[config.mk]
export PLATFORM = sky130hd
export DESIGN_NAME = muldiv_arbiter
export DESIGN_NICKNAME = d
export VERILOG_FILES = /design/src/rtl/muldiv_arbiter.sv
export SDC_FILE = /design/constraint.sdc
export NUM_CORES = 1
export LEC_CHECK = 0
export ABC_AREA = 0
export ABC_CLOCK_PERIOD_IN_PS = 1600
export CORE_MARGIN = 5
export CORE_UTILIZATION = 36
export CTS_BUF_LIST = sky130_fd_sc_hd__clkbuf_8
export CTS_CLUSTER_DIAMETER = 200
export DETAILED_ROUTE_END_ITERATION = 8
export PLACE_DENSITY = 0.81
export REMOVE_ABC_BUFFERS = 1
export SLEW_MARGIN = 20
export SYNTH_ARGS = -nofsm -noshare
export SYNTH_HDL_FRONTEND = slang
export SYNTH_SLANG_ARGS = --single-unit
[constraint.sdc]
create_clock -name clk -period 1.6 [get_ports clk]
set_clock_uncertainty 0.05 [all_clocks]
set_input_delay 0.32 -clock clk [delete_from_list [all_inputs] [get_ports clk]]
set_output_delay 0.32 -clock clk [all_outputs]
set_load 0.005 [all_outputs]
[src/rtl/muldiv_arbiter.sv]
// Shares one multi-cycle mul/div unit between the EX pipes of the dual-issue core.
// Latency: start pulse one cycle after a grant in IDLE; done_o the cycle after unit_finished_i.
// Backpressure: stall_o holds EX while a requesting pipe has no result; unit_ready_i gates issue.
module muldiv_arbiter #(
  parameter int NUM_PIPE = 2,
  parameter int DATA_W   = 32,
  parameter int PARA_W   = 3
) (
  input  logic                         clk,
  input  logic                         rst,
  input  logic                         flush_i,
  input  logic                         advance_i,
  input  logic [NUM_PIPE-1:0]          req_i,
  input  logic [NUM_PIPE*PARA_W-1:0]   para_i,
  input  logic [NUM_PIPE*DATA_W-1:0]   rs0_i,
  input  logic [NUM_PIPE*DATA_W-1:0]   rs1_i,
  output logic [NUM_PIPE-1:0]          done_o,
  output logic [NUM_PIPE*DATA_W-1:0]   result_o,
  output logic                         stall_o,
  output logic                         unit_start_o,
  output logic [PARA_W-1:0]            unit_para_o,
  output logic [DATA_W-1:0]            unit_rs0_o,
  output logic [DATA_W-1:0]            unit_rs1_o,
  input  logic                         unit_ready_i,
  input  logic                         unit_finished_i,
  input  logic [DATA_W-1:0]            unit_data_i,
  output logic                         unit_ack_o,
  output logic                         unit_clear_o
);

  localparam int OWN_W = (NUM_PIPE > 1) ? $clog2(NUM_PIPE) : 1;

  typedef enum logic [1:0] {
    S_IDLE  = 2'd0,
    S_ISSUE = 2'd1,
    S_BUSY  = 2'd2
  } state_t;

  state_t                          state_q, state_d;
  logic [OWN_W-1:0]                owner_q, owner_d;
  logic [PARA_W-1:0]               para_q, para_d;
  logic [DATA_W-1:0]               rs0_q, rs0_d;
  logic [DATA_W-1:0]               rs1_q, rs1_d;
  logic [NUM_PIPE-1:0]             done_q, done_d;
  logic [NUM_PIPE-1:0][DATA_W-1:0] result_q, result_d;

  // Per-pipe views of the flat operand buses
  logic [NUM_PIPE-1:0][PARA_W-1:0] para_v;
  logic [NUM_PIPE-1:0][DATA_W-1:0] rs0_v;
  logic [NUM_PIPE-1:0][DATA_W-1:0] rs1_v;

  assign para_v = para_i;
  assign rs0_v  = rs0_i;
  assign rs1_v  = rs1_i;

  logic [NUM_PIPE-1:0] elig;
  logic                grant_vld;
  logic [OWN_W-1:0]    grant_idx;

  // Fixed-priority grant: the lowest-index pipe still lacking a result wins
  always_comb begin
    elig      = req_i & ~done_q;
    grant_vld = |elig;
    grant_idx = '0;
    for (int i = NUM_PIPE - 1; i >= 0; i--) begin
      if (elig[i]) grant_idx = OWN_W'(i);
    end
  end

  // Stall is gated in reset so every output reads 0 while rst is held
  assign stall_o = ~rst & grant_vld;

  // Next-state and unit handshake; flush overrides capture and advance
  always_comb begin
    state_d      = state_q;
    owner_d      = owner_q;
    para_d       = para_q;
    rs0_d        = rs0_q;
    rs1_d        = rs1_q;
    result_d     = result_q;
    done_d       = advance_i ? '0 : done_q;
    unit_start_o = 1'b0;
    unit_ack_o   = 1'b0;
    unit_clear_o = 1'b0;

    case (state_q)
      S_IDLE: begin
        if (grant_vld && unit_ready_i) begin
          owner_d = grant_idx;
          para_d  = para_v[grant_idx];
          rs0_d   = rs0_v[grant_idx];
          rs1_d   = rs1_v[grant_idx];
          state_d = S_ISSUE;
        end
      end
      S_ISSUE: begin
        unit_start_o = 1'b1;
        state_d      = S_BUSY;
      end
      S_BUSY: begin
        // A finish seen in any other state is stale and simply ignored
        if (unit_finished_i) begin
          unit_ack_o        = 1'b1;
          result_d[owner_q] = unit_data_i;
          done_d[owner_q]   = 1'b1;
          state_d           = S_IDLE;
        end
      end
      default: state_d = S_IDLE;
    endcase

    if (flush_i) begin
      state_d      = S_IDLE;
      done_d       = '0;
      result_d     = result_q;
      unit_start_o = 1'b0;
      unit_ack_o   = 1'b0;
      unit_clear_o = (state_q != S_IDLE);
    end

    if (rst) begin
      unit_start_o = 1'b0;
      unit_ack_o   = 1'b0;
      unit_clear_o = 1'b0;
    end
  end

  // State and holding registers
  always_ff @(posedge clk) begin
    if (rst) begin
      state_q  <= S_IDLE;
      owner_q  <= '0;
      para_q   <= '0;
      rs0_q    <= '0;
      rs1_q    <= '0;
      done_q   <= '0;
      result_q <= '0;
    end else begin
      state_q  <= state_d;
      owner_q  <= owner_d;
      para_q   <= para_d;
      rs0_q    <= rs0_d;
      rs1_q    <= rs1_d;
      done_q   <= done_d;
      result_q <= result_d;
    end
  end

  assign done_o      = done_q;
  assign result_o    = result_q;
  assign unit_para_o = para_q;
  assign unit_rs0_o  = rs0_q;
  assign unit_rs1_o  = rs1_q;

  // EX must not advance past an unfinished op, nor drop the owner's request mid-operation
  a_adv_no_stall: assert property (@(posedge clk) disable iff (rst) advance_i |-> !stall_o);
  a_req_held:     assert property (@(posedge clk) disable iff (rst)
                                   (state_q == S_BUSY && !flush_i) |-> req_i[owner_q]);

endmodule

Word-level counts from Yosys, hierarchy flattened
Index checks and enable logic that the tools add are counted.
{"block": "op_classes", "n_lt_le_gt_ge": 3, "n_eq_ne": 4, "muxes": 28, "bitwise_logic": 6, "reduce_logical": 9}
{"cell": "32-bit two-way mux", "count": 5}
{"cell": "64-bit bitwise mux", "count": 1}
{"cell": "32-bit demux with 1-bit select", "count": 1}
{"cell": "1-bit two-way mux", "count": 12}
{"cell": "2-bit two-way mux", "count": 5}
{"cell": "3-bit two-way mux", "count": 2}
{"cell": "2-bit one-hot mux with 3 select lines", "count": 1}
{"cell": "1-bit by 2-bit < comparator with 1-bit output, second input constant", "count": 2}
{"cell": "2-bit inequality test, second input constant", "count": 2}
{"cell": "2-bit AND reduction", "count": 2}
{"cell": "2-bit OR reduction", "count": 2}
{"cell": "3-bit AND reduction", "count": 1}
{"cell": "2-bit AND", "count": 1}
{"cell": "2-bit by 1-bit == test with 1-bit output, second input constant", "count": 1}
{"cell": "2-bit == test, second input constant", "count": 1}
{"cell": "1-bit logical AND", "count": 2}
{"cell": "2-bit zero test", "count": 1}
{"cell": "1-bit inverter", "count": 2}
{"cell": "2-bit inverter", "count": 1}
{"cell": "2-bit bitwise OR", "count": 1}
{"cell": "2-bit nonzero test", "count": 1}
{"cell": "1-bit AND", "count": 1}
{"cell": "1-bit demux with 1-bit select", "count": 1}
{"cell": "1-bit >= comparator, second input constant", "count": 1}
{"block": "totals", "regBits": 136, "inputBits": 174, "out_inout_bits": 137, "wordCells": 58}

Longest topological paths before layout
Gate-level depths: netlist of run 1.
{"block": "depth", "ltp_word": 7, "mapped_depth": 6, "depth_no_buf": 4}

Worst setup path before layout of run 1
No wires, ideal clock.
{"block": "synth_path", "path_kind": "register to register", "from": "register state_q[0]", "to": "register result_q (netlist bit result_o[23])", "setup_ps": 134, "arrival_time_ps": 1402, "t_required_ps": 1416, "path_slack_ps": 14, "path_stages_with_launch": 7, "path_buffers": 2, "synth_period_minus_slack_ps": 1586, "path_cell_list": "dfxtp_1 nand2b_1 or4b_1 buf_2 buf_6 nand2_1 a21oi_1"}
{"block": "synth_via", "elab_chain_cells": 2}
{"item": "start: declaration", "line": "39", "text": "state_t state_q, state_d;"}
{"item": "start signal: assignment", "line": "139", "text": "state_q <= state_d;"}
{"item": "2-bit == test", "line": "86", "text": "case (state_q)"}
{"item": "3-bit AND reduction (no line)"}
{"item": "end signal: assignment", "line": "145", "text": "result_q <= result_d;"}
{"item": "end: declaration", "line": "45", "text": "logic [NUM_PIPE-1:0][DATA_W-1:0] result_q, result_d;"}
Every way passes these cells.
A chain may end at the register's enable or synchronous reset.

Worst setup path after layout of run 1
{"block": "layout_path", "from": "input port req_i[0]", "to": "register rs1_q[26] (netlist: unit_rs1_o[26])"}
{"block": "layout_via", "elab_chain_cells": 4, "word_cells_on_any_way": 7, "cone_classes": "3 x mux; 1 x bitwise; 3 x reduce/logical"}
{"item": "start: declaration", "line": "13", "text": "input logic [NUM_PIPE-1:0] req_i,"}
{"item": "2-bit AND (*)", "line": "62", "text": "elig = req_i & ~done_q;"}
{"item": "1-bit two-way mux / 2-bit OR reduction (equally long branches)", "line": "66, 63"}
{"item": "32-bit two-way mux (implied by the code) / 1-bit logical AND (equally long branches)", "line": "92, 88"}
{"item": "32-bit two-way mux (implied by the code) / 2-bit AND reduction (equally long branches)"}
{"item": "end signal: assignment", "line": "143", "text": "rs1_q <= rs1_d;"}
{"item": "end: declaration", "line": "43", "text": "logic [DATA_W-1:0] rs1_q, rs1_d;"}
Every way passes the cells marked *; elsewhere a longest branch is shown, timed or not. The select of a mux whose other input is x is not followed.

==> out/metrics.yaml, run 1 <==
root_buffer: "clkbuf_8"
dp_hpwl_um: 14510
drive_above_1_share_pct: 21.92
coreArea_um2: 14640
grt_pass1_vias: 5781
hp-class: "in2reg"
port_buffers: 310
holdBufCountCts: 0
cp.arrival_ps: 1990
antenna_found_initial: 0
grt_pass1_wl_um: 30640
drv_cap: 0
ys_types: 26
die_w_um: 132.6
async_flop_share_pct: 0
diodes: 0
layout.cells.non_filler: 1197
critPathBufInv: 2
first_pass_iters: 4
grt_max_degree: 60
ir_drop_v: 0.0004440
p_total_uw: 7714
final_hold_viol_count: 0
numCtsBuffers: 17
leakagePower_uw: 0.004015
worstPathMaxFanout: 47
end_kind: "register"
clock_latency_ps: 420
cp_slowest_stage_delay_ps: 530
gp_congestion: 0.8209
die_area_um2: 17580
dr_wl_met3_um: 2279
ys_seq_elements: 136
synth_flop_cell: "dfxtp_1"
wirelength_um: 21780
clk_pin_slew_ps: 80
dpl_worst_slack_ps: -560.9
final.period_utilization_pct: 109.6
violations: "negative setup slack"
fin_nets: 1174
hold_slack_ps: 392.9
avgSynthCellArea_um2: 7.887
synth_edf_count: 0
synth_top_area_share_pct: 50.32
worst_setup_path_start_kind: "primary input"
ys_top_cells_by_count: "199 x nand2_1, 136 x dfxtp_1, 133 x a21oi_1"
wl_per_cell_um: 18.20
slew_headroom_pct: 45.31
n_fill_cell: 1159
grtUsageTotal_pct: 21.89
ios: 311
final_max_slew_viol_count: 0
vias: 6139
initial_core_util_pct: 36.94
drt-initial-drc-count: 204
wl_met1_um: 8001
netlist_area_um2: 5410
path_class: "in2reg"
fmax_ghz: 0.5705
crit_required_ps: 1840
rows: 44
yosysMostFrequentCell: "nand2_1"
cts_tree: "done"
area_delta_synth_final_pct: 82.12
setup_violations: 78
ant_nets: 0
p_per_area_nw_per_um2: 782.9
drc_errors: 0
worst_pin_slew_ps: 820.4
synthCells: 686
fin_tns_setup_ps: -3051
die_y_um: 132.6
cts.sinks: 136
rsz0062_at_grt: "true"
htree_levels: 4
crit_slowest_cell: "clkdlybuf4s50_1"
dp_cells: 1153
layout_setup_ws_ps: -152.9
status: "finished with violations"
fin_crit_ps: 1753
yosys_warnings: 0
grt-ovfl-total: 0
synthTopCellsByArea: "dfxtp_1 50%, nand2_1 14%, a21oi_1 12%, a211oi_1 7.9%, nor2_1 4.9%"
cts_buffer_depth: 2
synth_seq_area_share_pct: 50.32
crit_chain: "clkdlybuf4s50_1, nor2b_1, o21ai_4, buf_12, a21oi_1, a211oi_2"
top_layer: "met4"
via_per_inst: 5.129
met2_length_um: 11050
cp_top_family: "buffers and inverters"
synth_top_area_cell: "dfxtp_1"
## logic make-up (layout without fill, tap and decap cells)
| kind of cell | Yosys count | after routing | synth area share, % |
|---|---|---|---|
| simple gates | 286 | 286 | 21.09 |
| compound gates | 205 | 205 | 23.29 |
| flops | 136 | 136 | 50.32 |
| buf+inv | 59 | 386 | 5.296 |
## worst paths after layout
path	from	slack [ps]	cells after the start	endpoint
hold / removal	rs0_i[32]	390	3	unit_rs0_o[0]
setup / recovery	req_i[0]	-150	6	unit_rs1_o[26]
hold reg to reg	result_o[49]	400	2	result_o[49]
setup reg to reg	state_q[1]	-120	7	unit_rs1_o[26]
## registers in the layout (all words and copies together), names as in the netlist
signal / cells
unit_rs1_o: 32
owner_q: 1
unit_para_o: 3
done_o: 2
result_o: 64
unit_rs0_o: 32
state_q: 2
## per-layer routing
layer	track usage, %	vias up
li1	-	2952
met1	23.65	2866
met2	39.31	294
met3	9.074	27
met4	6.178	0
met5	0	-
## cells in the final DEF (no fill, tap or decap), drive strengths merged, types with 2 or more instances in the layout
master           n
nor3b            2
a21oi          134
clkinvlp         4
nand2          199
clkinv           8
dlygate4sd2    134
nand2b           4
clkbuf          20
inv              2
buf             46
nor2b            3
nor4b            2
a211oi          67
nor3             3
dfxtp          136
clkdlybuf4s50  171
nor2            70
## metrics by stage
| step | util (%) | cell area [µm²] |
|---|---|---|
| 2_1_floorplan | - | 5124 |
| 3_3_place_gp | 60.40 | 8845 |
| 3_5_place_dp | 60.40 | 8845 |
| 4_1_cts | 63.54 | 9305 |
| 5_1_grt | 67.28 | 9853 |
| 6_report | 67.28 | 9853 |
## timing repair
item | 4_1_cts | 5_1_grt
pin swaps | 25 | 67
buffers inserted | 3 | 1
endpoints found under the setup margin | 187 | 99
gates resized for setup | 198 | 118
gates cloned | 4 | 4
## cell type report
type	instances	area [µm²]	area share (%)
Timing Repair Buffer	354	3552	36.05
Multi-Input combinational cell	491	2948	29.92
Sequential cell	136	2760	28.01
Clock buffer	17	234.0	2.375
Tap cell	184	230.2	2.337
Clock inverter	15	128.9	1.308
## power breakdown
group / switching, µW / internal [µW] / total [µW]
sequential: 78.5 / 3540 / 3610
combinational: 638 / 842 / 1480
clock: 1390 / 1230 / 2620
total: 2110 / 5610 / 7710
## worst reg2reg max path: cells and delay by family (launching register included)
| family | cells | cell delay, ps |
|---|---|---|
| AO/OA/AOI/OAI | 3 | 490 |
| buffers and inverters | 3 | 470 |
| flip-flops | 1 | 370 |
| AND/OR/NAND/NOR | 1 | 200 |
(Power assumes the default switching activity.)
==> run 2, diff against run 1 <==
- CORE_ASPECT_RATIO: unset -> 0.8
==> out/metrics.yaml, run 2 (synthesis results as in run 1) <==
critPathBufInv: 1  # was 2
rows: 40  # was 44
dpl_worst_slack_ps: -450.5  # was -560.9 ps
layout_commonest_cell: "nand2_1"  # was clkdlybuf4s50_1
slew_headroom_pct: 34.22  # was 45.31%
leakagePower_uw: 0.004248  # was 0.004015 µW
drc_errors: 0  # unchanged
utilization_pct: 70.08  # was 67.28%
fmax_ghz: 0.5835  # was 0.5705 GHz
root_buffer: "clkbuf_8"  # unchanged
worstPathMaxFanout: 16  # was 47
hold_slack_ps: 295.6  # was 392.9 ps
setup_violations: 101  # was 78
htree_levels: 4  # unchanged
port_buffers: 310  # unchanged
fin_nets: 1193  # was 1174
rsz0062_at_grt: "true"  # unchanged
ir_drop_v: 0.0005146  # was 0.0004440 V
initial_core_util_pct: 36.40  # was 36.94%
die_y_um: 119.6  # was 132.6 µm
dp_cells: 1163  # was 1153
dp_hpwl_um: 14760  # was 14510 µm
r2r_setup_slack_ps: -110  # was -120 ps
cp_slowest_stage_delay_ps: 610  # was 530 ps
clock_latency_ps: 440  # was 420 ps
cts_buffer_depth: 2  # unchanged
final_max_slew_viol_count: 0  # unchanged
drv_cap: 0  # unchanged
diodes: 0  # unchanged
ant_nets: 0  # unchanged
cp_top_family: "simple AND/OR/NAND/NOR gates"  # was buffers and inverters
startpoint: "state_q[0]"  # was req_i[0]
via_per_inst: 5.278  # was 5.129
antenna_found_initial: 0  # unchanged
layout.cells.non_filler: 1221  # was 1197
final.period_utilization_pct: 107.1  # was 109.6%
fin_crit_ps: 1714  # was 1753 ps
vias: 6444  # was 6139
min_from: "flush_i"  # was rs0_i[32]
clk_pin_slew_ps: 80  # about the same
end_kind: "register"  # unchanged
largest_reg_flops: 64  # unchanged
grt_pass1_vias: 5969  # was 5781
cts_tree: "done"  # unchanged
wirelength_um: 24770  # was 21780 µm
gp_congestion: 0.8533  # was 0.8209
crit_slowest_cell: "or4b_4"  # was clkdlybuf4s50_1
first_pass_iters: 5  # was 4
worst_pin_slew_ps: 986.7  # was 820.4 ps
area_delta_synth_final_pct: 92.53  # was 82.12%
grt_max_degree: 80  # was 60
grt_pass1_wl_um: 33290  # was 30640 µm
worst_setup_path_start_kind: "register"  # was primary input
grtUsageTotal_pct: 23.95  # was 21.89%
coreArea_um2: 14860  # was 14640 µm²
crit_chain: "nand2b_4, or4b_4, clkbuf_16, nand2_1, a21oi_1"  # was clkdlybuf4s50_1, nor2b_1, o21ai_4, buf_12, a21oi_1, a211oi_2
path_class: "reg2reg"  # was in2reg
die_w_um: 147.1  # was 132.6 µm
hp-class: "in2reg"  # unchanged
status: "finished with violations"  # unchanged
layout_setup_ws_ps: -113.9  # was -152.9 ps
n_fill_cell: 1104  # was 1159
violations: "negative setup slack"  # unchanged
cts.sinks: 136  # unchanged
fin_tns_setup_ps: -5347  # was -3051 ps
final_cell_mix: "181 x nand2_1, 170 x clkdlybuf4s50_1, 133 x dlygate4sd2_1, 120 x dfxtp_1, 68 x a21oi_2"  # was 171 x clkdlybuf4s50_1, 168 x nand2_1, 134 x dlygate4sd2_1, 108 x dfxtp_1, 102 x a21oi_1
grt-ovfl-total: 0  # unchanged
die_area_um2: 17600  # was 17580 µm²
crit_required_ps: 1830  # was 1840 ps
r2r-start: "state_q[0]"  # was state_q[1]
p_per_area_nw_per_um2: 809.3  # was 782.9 nW/µm²
final_hold_viol_count: 0  # unchanged
wl_per_cell_um: 20.29  # was 18.20 µm
numCtsBuffers: 17  # unchanged
ios: 311  # unchanged
drive_above_1_share_pct: 25.87  # was 21.92%
cp.arrival_ps: 1940  # was 1990 ps
drt-initial-drc-count: 384  # was 204
run 2: cell types whose count changed in the layout (fill, tap and decap cells not counted), sizes merged, moves of 2 or more:
cell / before / now
buf: 46 / 56
clkbuf: 20 / 29
clkinv: 8 / 5
bufinv: 1 / 3
clkinvlp: 4 / 2
dlymetal6s2s: 0 / 2
inv: 2 / 4
run 2: through the flow:
step	total power (µW)	cell area, µm²
5_1_grt	8727	10420
6_report	8430	10420
2_1_floorplan	4096	5124
4_1_cts	8244	9657
3_5_place_dp	5102	8889
3_3_place_gp	5080	8889
run 2: cell type report:
type | count | area, µm² | area share [%]
Timing Repair Buffer | 373 | 3946 | 37.89
Multi-Input combinational cell | 491 | 3072 | 29.49
Sequential cell | 136 | 2743 | 26.33
Clock buffer | 18 | 247.7 | 2.378
Tap cell | 189 | 236.5 | 2.270
Clock inverter | 14 | 171.4 | 1.646
run 2: worst register-to-register path, cell delays in order, from the launching register on:
cell and delay [ps]:
dfxtp_2 340, nand2b_4 160, or4b_4 610, clkbuf_16 240, nand2_1 90, a21oi_1 70
run 2: metal layers:
metal  wire length, µm  up-vias  GRT usage, %
met2             11900      303         40.33
li1                  -     2993             -
met3              1675       57         6.946
met4               803        0         8.382
met5                 0        -             0
met1             10390     3091         29.33
run 2: worst paths after layout:
path | to | depth (start not counted)
setup / recovery | result_o[6] | 5
hold / removal | state_q[1] | 3
setup reg to reg | result_o[6] | 5
hold reg to reg | result_o[34] | 2
run 2: timing repair:
action / 4_1_cts / 5_1_grt
pin swaps: 9 / 61
gates cloned: 7 / 11
gates resized for setup: 227 / 122
setup endpoints to repair: 219 / 87
buffers inserted: 6 / 3
hold buffers: 0 / 0
run 2: report_power, final:
part / internal, µW / switching [µW]
Combinational: 984 / 762
Clock: 1590 / 1470
Sequential: 3540 / 88.4
Total: 6110 / 2320
